===== config.mk =====
export PLATFORM = sky130hd
export DESIGN_NAME = addr_bus_mux
export DESIGN_NICKNAME = d
export VERILOG_FILES = /design/src/rtl/addr_bus_mux.sv
export SDC_FILE = /design/constraint.sdc
export NUM_CORES = 1
export LEC_CHECK = 0
export CORE_UTILIZATION = 49
export DETAILED_ROUTE_END_ITERATION = 10
export PLACE_DENSITY = 0.78
export SYNTH_ARGS = -nofsm -noshare
export SYNTH_HDL_FRONTEND = slang
export SYNTH_SLANG_ARGS = --single-unit
export TNS_END_PERCENT = 30

===== constraint.sdc =====
create_clock -name clk -period 2.7 [get_ports clk]
set_input_delay 0.675 -clock clk [delete_from_list [all_inputs] [get_ports clk]]
set_output_delay 0.675 -clock clk [all_outputs]
set_load 0.05 [all_outputs]

===== src/rtl/addr_bus_mux.sv =====
// addr_bus_mux: snapshots the 16-bit CPU address and ships it to the expansion CPLD as two bytes, high then low.
// Latency: HI0 one cycle after the trigger, frame_done 4*HALF_CYCLES+1 cycles after it; the link has no backpressure.
// Define ADDR_MUX_CHANGE_ONLY_EN to send only on address change or flush; the default build runs frames back-to-back.
module addr_bus_mux #(
  parameter int unsigned HALF_CYCLES = 1
) (
  input  logic        clk,
  input  logic        rst,
  input  logic [15:0] cpu_a,
  input  logic        flush,
  output logic [7:0]  mux_a,
  output logic        clkmux,
  output logic        selectmux,
  output logic        busy,
  output logic        frame_done,
  output logic [15:0] sent_a
);

  typedef enum logic [2:0] {
    IDLE = 3'd0,
    HI0  = 3'd1,
    HI1  = 3'd2,
    LO0  = 3'd3,
    LO1  = 3'd4
  } state_t;

  localparam logic [3:0] CNT_LAST = 4'(HALF_CYCLES - 1);

  state_t      state;
  logic [3:0]  cnt;
  logic [15:0] snap;
  logic        phase_end;
  logic        start;
  logic        enter_hi0;

  assign phase_end = (cnt == CNT_LAST);

`ifdef ADDR_MUX_CHANGE_ONLY_EN
  logic pend;

  assign start     = (cpu_a != sent_a) || flush || pend;
  assign enter_hi0 = (state == IDLE) && start;

  // A flush seen mid-frame is replayed as one extra frame once the FSM is back in IDLE.
  always_ff @(posedge clk or posedge rst) begin
    if (rst) begin
      pend <= 1'b0;
    end else if (enter_hi0) begin
      pend <= 1'b0;
    end else if (flush && busy) begin
      pend <= 1'b1;
    end
  end
`else
  logic unused_flush;

  assign unused_flush = flush;
  assign start        = 1'b1;
  assign enter_hi0    = ((state == IDLE) && start) || ((state == LO1) && phase_end);
`endif

  always_ff @(posedge clk or posedge rst) begin
    if (rst) begin
      state      <= IDLE;
      cnt        <= '0;
      snap       <= '0;
      mux_a      <= 8'h00;
      clkmux     <= 1'b0;
      selectmux  <= 1'b0;
      busy       <= 1'b0;
      frame_done <= 1'b0;
      sent_a     <= 16'h0000;
    end else begin
      frame_done <= 1'b0;

      if (enter_hi0) begin
        // Both bytes of the frame come from this single sample.
        state     <= HI0;
        cnt       <= '0;
        snap      <= cpu_a;
        mux_a     <= cpu_a[15:8];
        selectmux <= 1'b1;
        clkmux    <= 1'b0;
        busy      <= 1'b1;
      end else begin
        case (state)
          IDLE: begin
            cnt    <= '0;
            clkmux <= 1'b0;
          end
          HI0: begin
            if (phase_end) begin
              state  <= HI1;
              cnt    <= '0;
              clkmux <= 1'b1;
            end else begin
              cnt <= cnt + 4'd1;
            end
          end
          HI1: begin
            if (phase_end) begin
              state     <= LO0;
              cnt       <= '0;
              clkmux    <= 1'b0;
              selectmux <= 1'b0;
              mux_a     <= snap[7:0];
            end else begin
              cnt <= cnt + 4'd1;
            end
          end
          LO0: begin
            if (phase_end) begin
              state  <= LO1;
              cnt    <= '0;
              clkmux <= 1'b1;
            end else begin
              cnt <= cnt + 4'd1;
            end
          end
          LO1: begin
            if (phase_end) begin
              state  <= IDLE;
              cnt    <= '0;
              clkmux <= 1'b0;
              busy   <= 1'b0;
            end else begin
              cnt <= cnt + 4'd1;
            end
          end
          default: begin
            state  <= IDLE;
            cnt    <= '0;
            clkmux <= 1'b0;
            busy   <= 1'b0;
          end
        endcase
      end

      // The low-byte strobe has gone out: the CPLD now holds the full address.
      if ((state == LO1) && phase_end) begin
        sent_a     <= snap;
        frame_done <= 1'b1;
      end
    end
  end

endmodule


==> flow_metrics.env, run 1 <==
export IMPL_grt_util_met3_pct=3.89
export IMPL_fillerInstances=290
export IMPL_holdCritPathClass="flip-flop to flip-flop"
export IMPL_hpwlAfterDp_um=2970
export IMPL_mappedNetlistNets=177
export IMPL_route_vias_total=1338
export IMPL_internal_power_mw=1.24
export IMPL_status="finished clean"
export IMPL_route_antenna_remaining_nets=0
export IMPL_power_share_combinational_pct=11.2
export IMPL_global_route_overflow_total=0
export IMPL_slew_viol_final=0
export IMPL_chipWidth_um=67.6
export IMPL_vdd_ir_drop_max_mv=0.467
export IMPL_finalHoldViolations=0
export IMPL_cp_num_cells=6
export IMPL_wl_um=4100
export IMPL_cellLeakagePower_nw=1.17
export IMPL_fin_crit_sh_pct=81.7
export IMPL_startpoint_type="flip-flop"
export IMPL_routing_usage_on_met2_pct=32.5
export IMPL_drt_drc_violations_left=0
export IMPL_ioPinCount=47
export IMPL_first_global_vias=1364
export IMPL_ys_seq_elements=51
export IMPL_synth_yosys_warnings=0
export IMPL_r2r_worst_path_cells=6
export IMPL_area_delta_synth_final_pct=29.5
export IMPL_critPathRequiredTime_ns=2.88
export IMPL_grt_setup_unrepaired="no"
export IMPL_drt_pre_antenna_iters=4
export IMPL_floorplan_initialDensity_pct=51.9
export IMPL_placer_s_final_routability_congestion_estimate=0.885
export IMPL_timing_max_cap_violations=0
export IMPL_antenna_found_initial=0
export IMPL_wl_per_instance_um=16.1
export IMPL_postSynthCellCount=156
export IMPL_num_rows=23
export IMPL_syn_cell_area_sq_mm=0.00211
export IMPL_floorplan_die_area_sq_mm=0.00456
export IMPL_total_clock_buffers_created_by_cts=5
export IMPL_synth_area_per_cell_sq_um=13.5
export IMPL_power_sequential_fraction_pct=50.9
export IMPL_netlist_top_cell_by_area="sky130_fd_sc_hd__dfrtp_1"
export IMPL_number_of_vias_per_cell_after_detailed_routing=5.27
export IMPL_port_buffer_count=45
export IMPL_synth_top_cells_by_area="sky130_fd_sc_hd__dfrtp_1 61%, sky130_fd_sc_hd__mux2_2 12%, sky130_fd_sc_hd__mux2_1 5.3%"
export IMPL_finalWorstSetupSlack_ns=0.495
export IMPL_n_antenna_cell=0
export IMPL_cellPowerDensity_mw_per_mm2=585
export IMPL_worstSkewPairLatency_ns=0.30
export IMPL_post_synth_top_area_fraction_pct=60.6
export IMPL_worstSetupPathType="flip-flop to flip-flop"
export IMPL_grt_use_met1_pct=26.5
export IMPL_post_route_min_period_ns=2.21
export IMPL_core_region_area_sq_mm=0.00406
export IMPL_peak_clock_frequency_supported_by_timing_mhz=453
export IMPL_swShare_pct=22.4
export IMPL_tritoncts_clock_tree="done"
export IMPL_grt_start_max_net_pins=25
export IMPL_crit_chain="inv_1, ha_1, or3b_1, a21boi_4, buf_4, mux2_2"
export IMPL_power_switching_uw=357
export IMPL_die_height_um=67.6
export IMPL_synth_sequential_area_ratio_pct=60.6
export IMPL_cts_hold_buffers=0
export IMPL_critical_path_max_stage_delay_ns=0.51
export IMPL_rrSetupSlack_ns=0.49
export IMPL_max_slew_margin_rel_pct=61.4
export IMPL_critical_path_slowest_cell="sky130_fd_sc_hd__or3b_1"
export IMPL_clk_pin_slew_worst_paths_ns=0.09
export IMPL_gr_usage_all_layers_pct=20.2
export IMPL_wire_length_of_the_first_global_routing_pass_um=6550
export IMPL_setup_total_negative_slack_ns=0
export IMPL_cts_root_buf="sky130_fd_sc_hd__clkbuf_8"
export IMPL_setup_viol=0
export IMPL_worst_hold_path_num_cells=1
export IMPL_clk_path_buf_depth=2
export IMPL_finalClockSkew_ns=0.00544
export IMPL_cpLargestDelayFamily="simple AND/OR/NAND/NOR gates"
export IMPL_placement_stage_worst_setup_slack_ns=0.524
export IMPL_gates_resized_cts_repair=0
export IMPL_cts_num_sinks=51
export IMPL_yosys_cell_types_count=30
export IMPL_worst_endpoint_data_arrival_time_ns=2.39
export IMPL_clock_tree_htree_level_count=2
export IMPL_worstPathBufferInverterCount=2
export IMPL_detailedRoute_firstIterationViolations=29
export IMPL_worst_pin_slew_ns=0.578
export IMPL_setup_worst_path_end_class="flip-flop"
export IMPL_post_cts_buffers=0
export IMPL_gr_max_usage_layer="met2"
export IMPL_path_max_fanout=24
export IMPL_power_frac_clock_pct=37.9
export IMPL_nets=224
export IMPL_drive_above_1_share_pct=18.6
final timing paths:
path | start | endpoint
min in group asynchronous | rst | sent_a[9]
worst min register to register | snap[8] | snap[8]
max in group asynchronous | rst | mux_a[0]
worst max register to register | cnt[0] | snap[0]
worst min-delay path | snap[8] | snap[8]
worst max-delay path | cnt[0] | snap[0]
registers in the layout (all words and copies together), names as in the netlist:
name	cells
sent_a	16
cnt	4
mux_a	8
clkmux	1
state	3
busy	1
selectmux	1
frame_done	1
snap	16
metal layers:
layer  vias to the layer above  wire length, um
met5                         -                0
met4                         0               53
met3                         4              125
met2                        27             2140
met1                       679             1780
li1                        628                -
cell usage in the layout (no fill, tap or decap), types with 2 or more instances in the layout:
cell type / n
sky130_fd_sc_hd__clkbuf_8: 5
sky130_fd_sc_hd__clkdlybuf4s50_1: 45
sky130_fd_sc_hd__mux2_1: 10
sky130_fd_sc_hd__inv_1: 4
sky130_fd_sc_hd__a21oi_1: 12
sky130_fd_sc_hd__mux2i_1: 8
sky130_fd_sc_hd__nor2_1: 16
sky130_fd_sc_hd__xnor2_1: 3
sky130_fd_sc_hd__a22o_1: 2
sky130_fd_sc_hd__ha_1: 2
sky130_fd_sc_hd__buf_4: 3
sky130_fd_sc_hd__bufinv_16: 2
sky130_fd_sc_hd__dfrtp_1: 51
sky130_fd_sc_hd__mux2_2: 22
sky130_fd_sc_hd__nand2_1: 2
Yosys cell counts (all sizes together):
cell type	n
dfrtp	51
xnor2	3
mux2i	8
o31ai	1
inv	5
or3b	1
a41o	1
a21boi	1
and3	1
nor3b	1
and2	1
ha	2
nor3	1
xor2	1
o21ai	1
a21oi	12
nand2	2
buf	7
nor2	17
o21a	1
a31o	1
nand3	2
a22o	2
mux2	32
clkbuf	1
power by group through the flow:
stage	Sequential, mW	Clock [mW]	Combinational (mW)
after CTS	0.812	0.616	0.181
after global placement	0.824	0	0.176
after detailed placement	0.827	0	0.181
after global routing	0.816	0.646	0.190
after floorplan	0.888	0	0.0389
final	0.811	0.604	0.179
layout make-up:
class,count,area (sq um),share of cell area (%)
Inverter,5,18.8,0.688
Multi-Input combinational cell,92,763,28.0
Timing Repair Buffer,48,473,17.3
Clock buffer,6,72.6,2.66
Tap cell,50,62.6,2.29
Clock inverter,2,60.1,2.20
Sequential cell,51,1280,46.8
cell families (layout without fill, tap and decap cells):
group / Yosys count / count (layout) / share of synthesized area, %
flip-flops: 51 / 51 / 60.6
AO/OA/AOI/OAI: 20 / 20 / 6.42
XOR/XNOR: 4 / 4 / 1.66
AND/OR/NAND/NOR: 26 / 26 / 6.06
multiplexers: 40 / 40 / 20.9
buffers and inverters: 13 / 61 / 3.15
adder cells (fa/ha/maj): 2 / 2 / 1.19
per-stage QoR:
| step | utilization (%) | cells | instance area [sq um] | hold WS (ns) | total power, mW |
|---|---|---|---|---|---|
| global route | 67.2 | 254 | 2730 | 0.515 | 1.65 |
| finish | 67.2 | 254 | 2730 | 0.492 | 1.59 |
| CTS | 67.2 | 254 | 2730 | 0.501 | 1.61 |
| global placement | 63.9 | 246 | 2590 | 0.463 | 1.00 |
| detailed placement | 63.9 | 246 | 2590 | 0.481 | 1.01 |
| floorplan | - | 156 | 2110 | 0.450 | 0.927 |
Power figures use the tool's default switching activity.
==> inputs of run 2 (changes only) <==
CORE_UTILIZATION = 45   (was 49)
PLACE_DENSITY = 0.75   (was 0.78)
clock period = 2 ns   (was 2.7 ns; I/O delays follow)
==> run 2 against run 1 <==
Compared with the run above:
- global-route usage shrank 2.4 points
- core utilization down 4.3 points
- sequential power grew 34%
- combinational power up 34%
==> flow_metrics.env, run 2 (same netlist as run 1, synthesis figures left out) <==
export IMPL_status="finished clean"
export IMPL_ioPinCount=47
export IMPL_placement_stage_worst_setup_slack_ns=0.0667
export IMPL_num_rows=24
export IMPL_ff_latch_area_sq_mm=0.00128
export IMPL_slew_viol_final=0
export IMPL_global_route_overflow_total=0
export IMPL_setup_worst_path_end_class="output pin"
export IMPL_chipWidth_um=70.4
export IMPL_n_antenna_cell=0
export IMPL_die_height_um=70.4
export IMPL_finalWorstSetupSlack_ns=0.0391
export IMPL_tritoncts_clock_tree="done"
export IMPL_floorplan_initialDensity_pct=47.7
export IMPL_drt_pre_antenna_iters=4
export IMPL_power_mw=1.96
export IMPL_setup_total_negative_slack_ns=0
export IMPL_rrSetupSlack_ns=0.08
export IMPL_route_vias_total=1345
export IMPL_total_clock_buffers_created_by_cts=5
export IMPL_route_antenna_remaining_nets=0
export IMPL_grt_setup_unrepaired="no"
export IMPL_crit_chain="clkdlybuf4s50_1"
export IMPL_wl_um=4030
export IMPL_nets=229
export IMPL_placer_s_final_routability_congestion_estimate=0.799
export IMPL_vdd_ir_drop_max_mv=0.499
export IMPL_holdCritPathClass="flip-flop to flip-flop"
export IMPL_worstPathBufferInverterCount=1
export IMPL_number_of_vias_per_cell_after_detailed_routing=5.15
export IMPL_fillerInstances=356
export IMPL_timing_max_cap_violations=0
export IMPL_worstSetupPathType="flip-flop to output pin"
export IMPL_core_region_area_sq_mm=0.00441
export IMPL_post_route_min_period_ns=1.96
export IMPL_detailedRoute_firstIterationViolations=69
export IMPL_drive_above_1_share_pct=25.4
export IMPL_critPathRequiredTime_ns=1.50
export IMPL_wire_length_of_the_first_global_routing_pass_um=6750
export IMPL_post_cts_buffers=0
export IMPL_clk_path_buf_depth=2
export IMPL_biggest_registers_after_layout="sent_a x16, snap x16, mux_a x8"
export IMPL_most_common_layout_cells="51 x sky130_fd_sc_hd__dfrtp_1, 22 x sky130_fd_sc_hd__mux2_2, 21 x sky130_fd_sc_hd__clkdlybuf4s50_1"
export IMPL_cts_root_buf="sky130_fd_sc_hd__clkbuf_8"
export IMPL_final_util_pct=62.9
export IMPL_clock_tree_htree_level_count=2
export IMPL_critical_path_max_stage_delay_ns=0.81
export IMPL_fin_crit_sh_pct=98.0
export IMPL_port_buffer_count=45
export IMPL_antenna_found_initial=0
export IMPL_multi_input_area_sq_um=763
export IMPL_post_route_worst_hold_slack_ns=0.491
export IMPL_finalClockSkew_ns=0.00828
export IMPL_setup_viol=0
export IMPL_first_global_vias=1395
export IMPL_floorplan_die_area_sq_mm=0.00496
export IMPL_cellLeakagePower_nw=1.33
export IMPL_startpoint_type="flip-flop"
export IMPL_critical_path_slowest_cell="sky130_fd_sc_hd__clkdlybuf4s50_1"
export IMPL_worst_endpoint_data_arrival_time_ns=1.46
export IMPL_worst_pin_slew_ns=0.511
export IMPL_mostFrequentLayoutCell="sky130_fd_sc_hd__dfrtp_1"
export IMPL_cpLargestDelayFamily="buffers and inverters"
export IMPL_path_max_fanout=2
export IMPL_cts_num_sinks=51
export IMPL_wl_per_instance_um=15.4
export IMPL_worstSkewPairLatency_ns=0.31
export IMPL_gr_usage_all_layers_pct=17.7
export IMPL_finalHoldViolations=0
export IMPL_hpwlAfterDp_um=2860
export IMPL_max_slew_margin_rel_pct=65.9
export IMPL_drt_drc_violations_left=0
export IMPL_cellPowerDensity_mw_per_mm2=706
export IMPL_clk_pin_slew_worst_paths_ns=0.09
export IMPL_area_delta_synth_final_pct=31.8
export IMPL_peak_clock_frequency_supported_by_timing_mhz=510
export IMPL_grt_start_max_net_pins=52
run 2: per-layer routing:
layer / GRT usage (%) / share of wire, %
met4: 7.33 / 1.6
met1: 22.2 / 44
met3: 3.90 / 3.4
met5: 0 / 0
met2: 29.6 / 51
run 2: final timing paths:
check                           cells after the start        end      start
min in group asynchronous                           3    snap[9]        rst
worst min-delay path                                1    snap[9]    snap[9]
max in group asynchronous                           3  sent_a[6]        rst
worst min register to register                      1    snap[9]    snap[9]
worst max-delay path                                1  sent_a[2]  sent_a[2]
worst max register to register                      6    snap[5]     cnt[0]
run 2: layout make-up:
type | instances | share of cell area (%)
clock buffers | 6 | 2.97
clock inverters | 2 | 0.586
inverters | 5 | 0.676
multi-input cells | 92 | 27.5
flip-flops and latches | 51 | 46.0
well taps | 52 | 2.34
repair buffers | 53 | 20.0
run 2: through the flow:
step,cell area [sq um],instances
after floorplan,2110,156
after global placement,2640,253
after detailed placement,2640,253
after CTS,2740,261
after global routing,2780,261
final,2780,261
run 2: repair_timing:
action	in CTS	in global routing
resized for setup	0	16
hold buffers	0	0
endpoints found under the setup margin	0	23
endpoints found under the hold margin	0	0
run 2: power breakdown:
part	leakage (nW)	total, mW	internal (mW)	switching (mW)
combinational	0.682	0.239	0.0981	0.141
clock	0.0474	0.627	0.283	0.344
sequential	0.601	1.09	1.07	0.0231
total	1.33	1.96	1.45	0.509
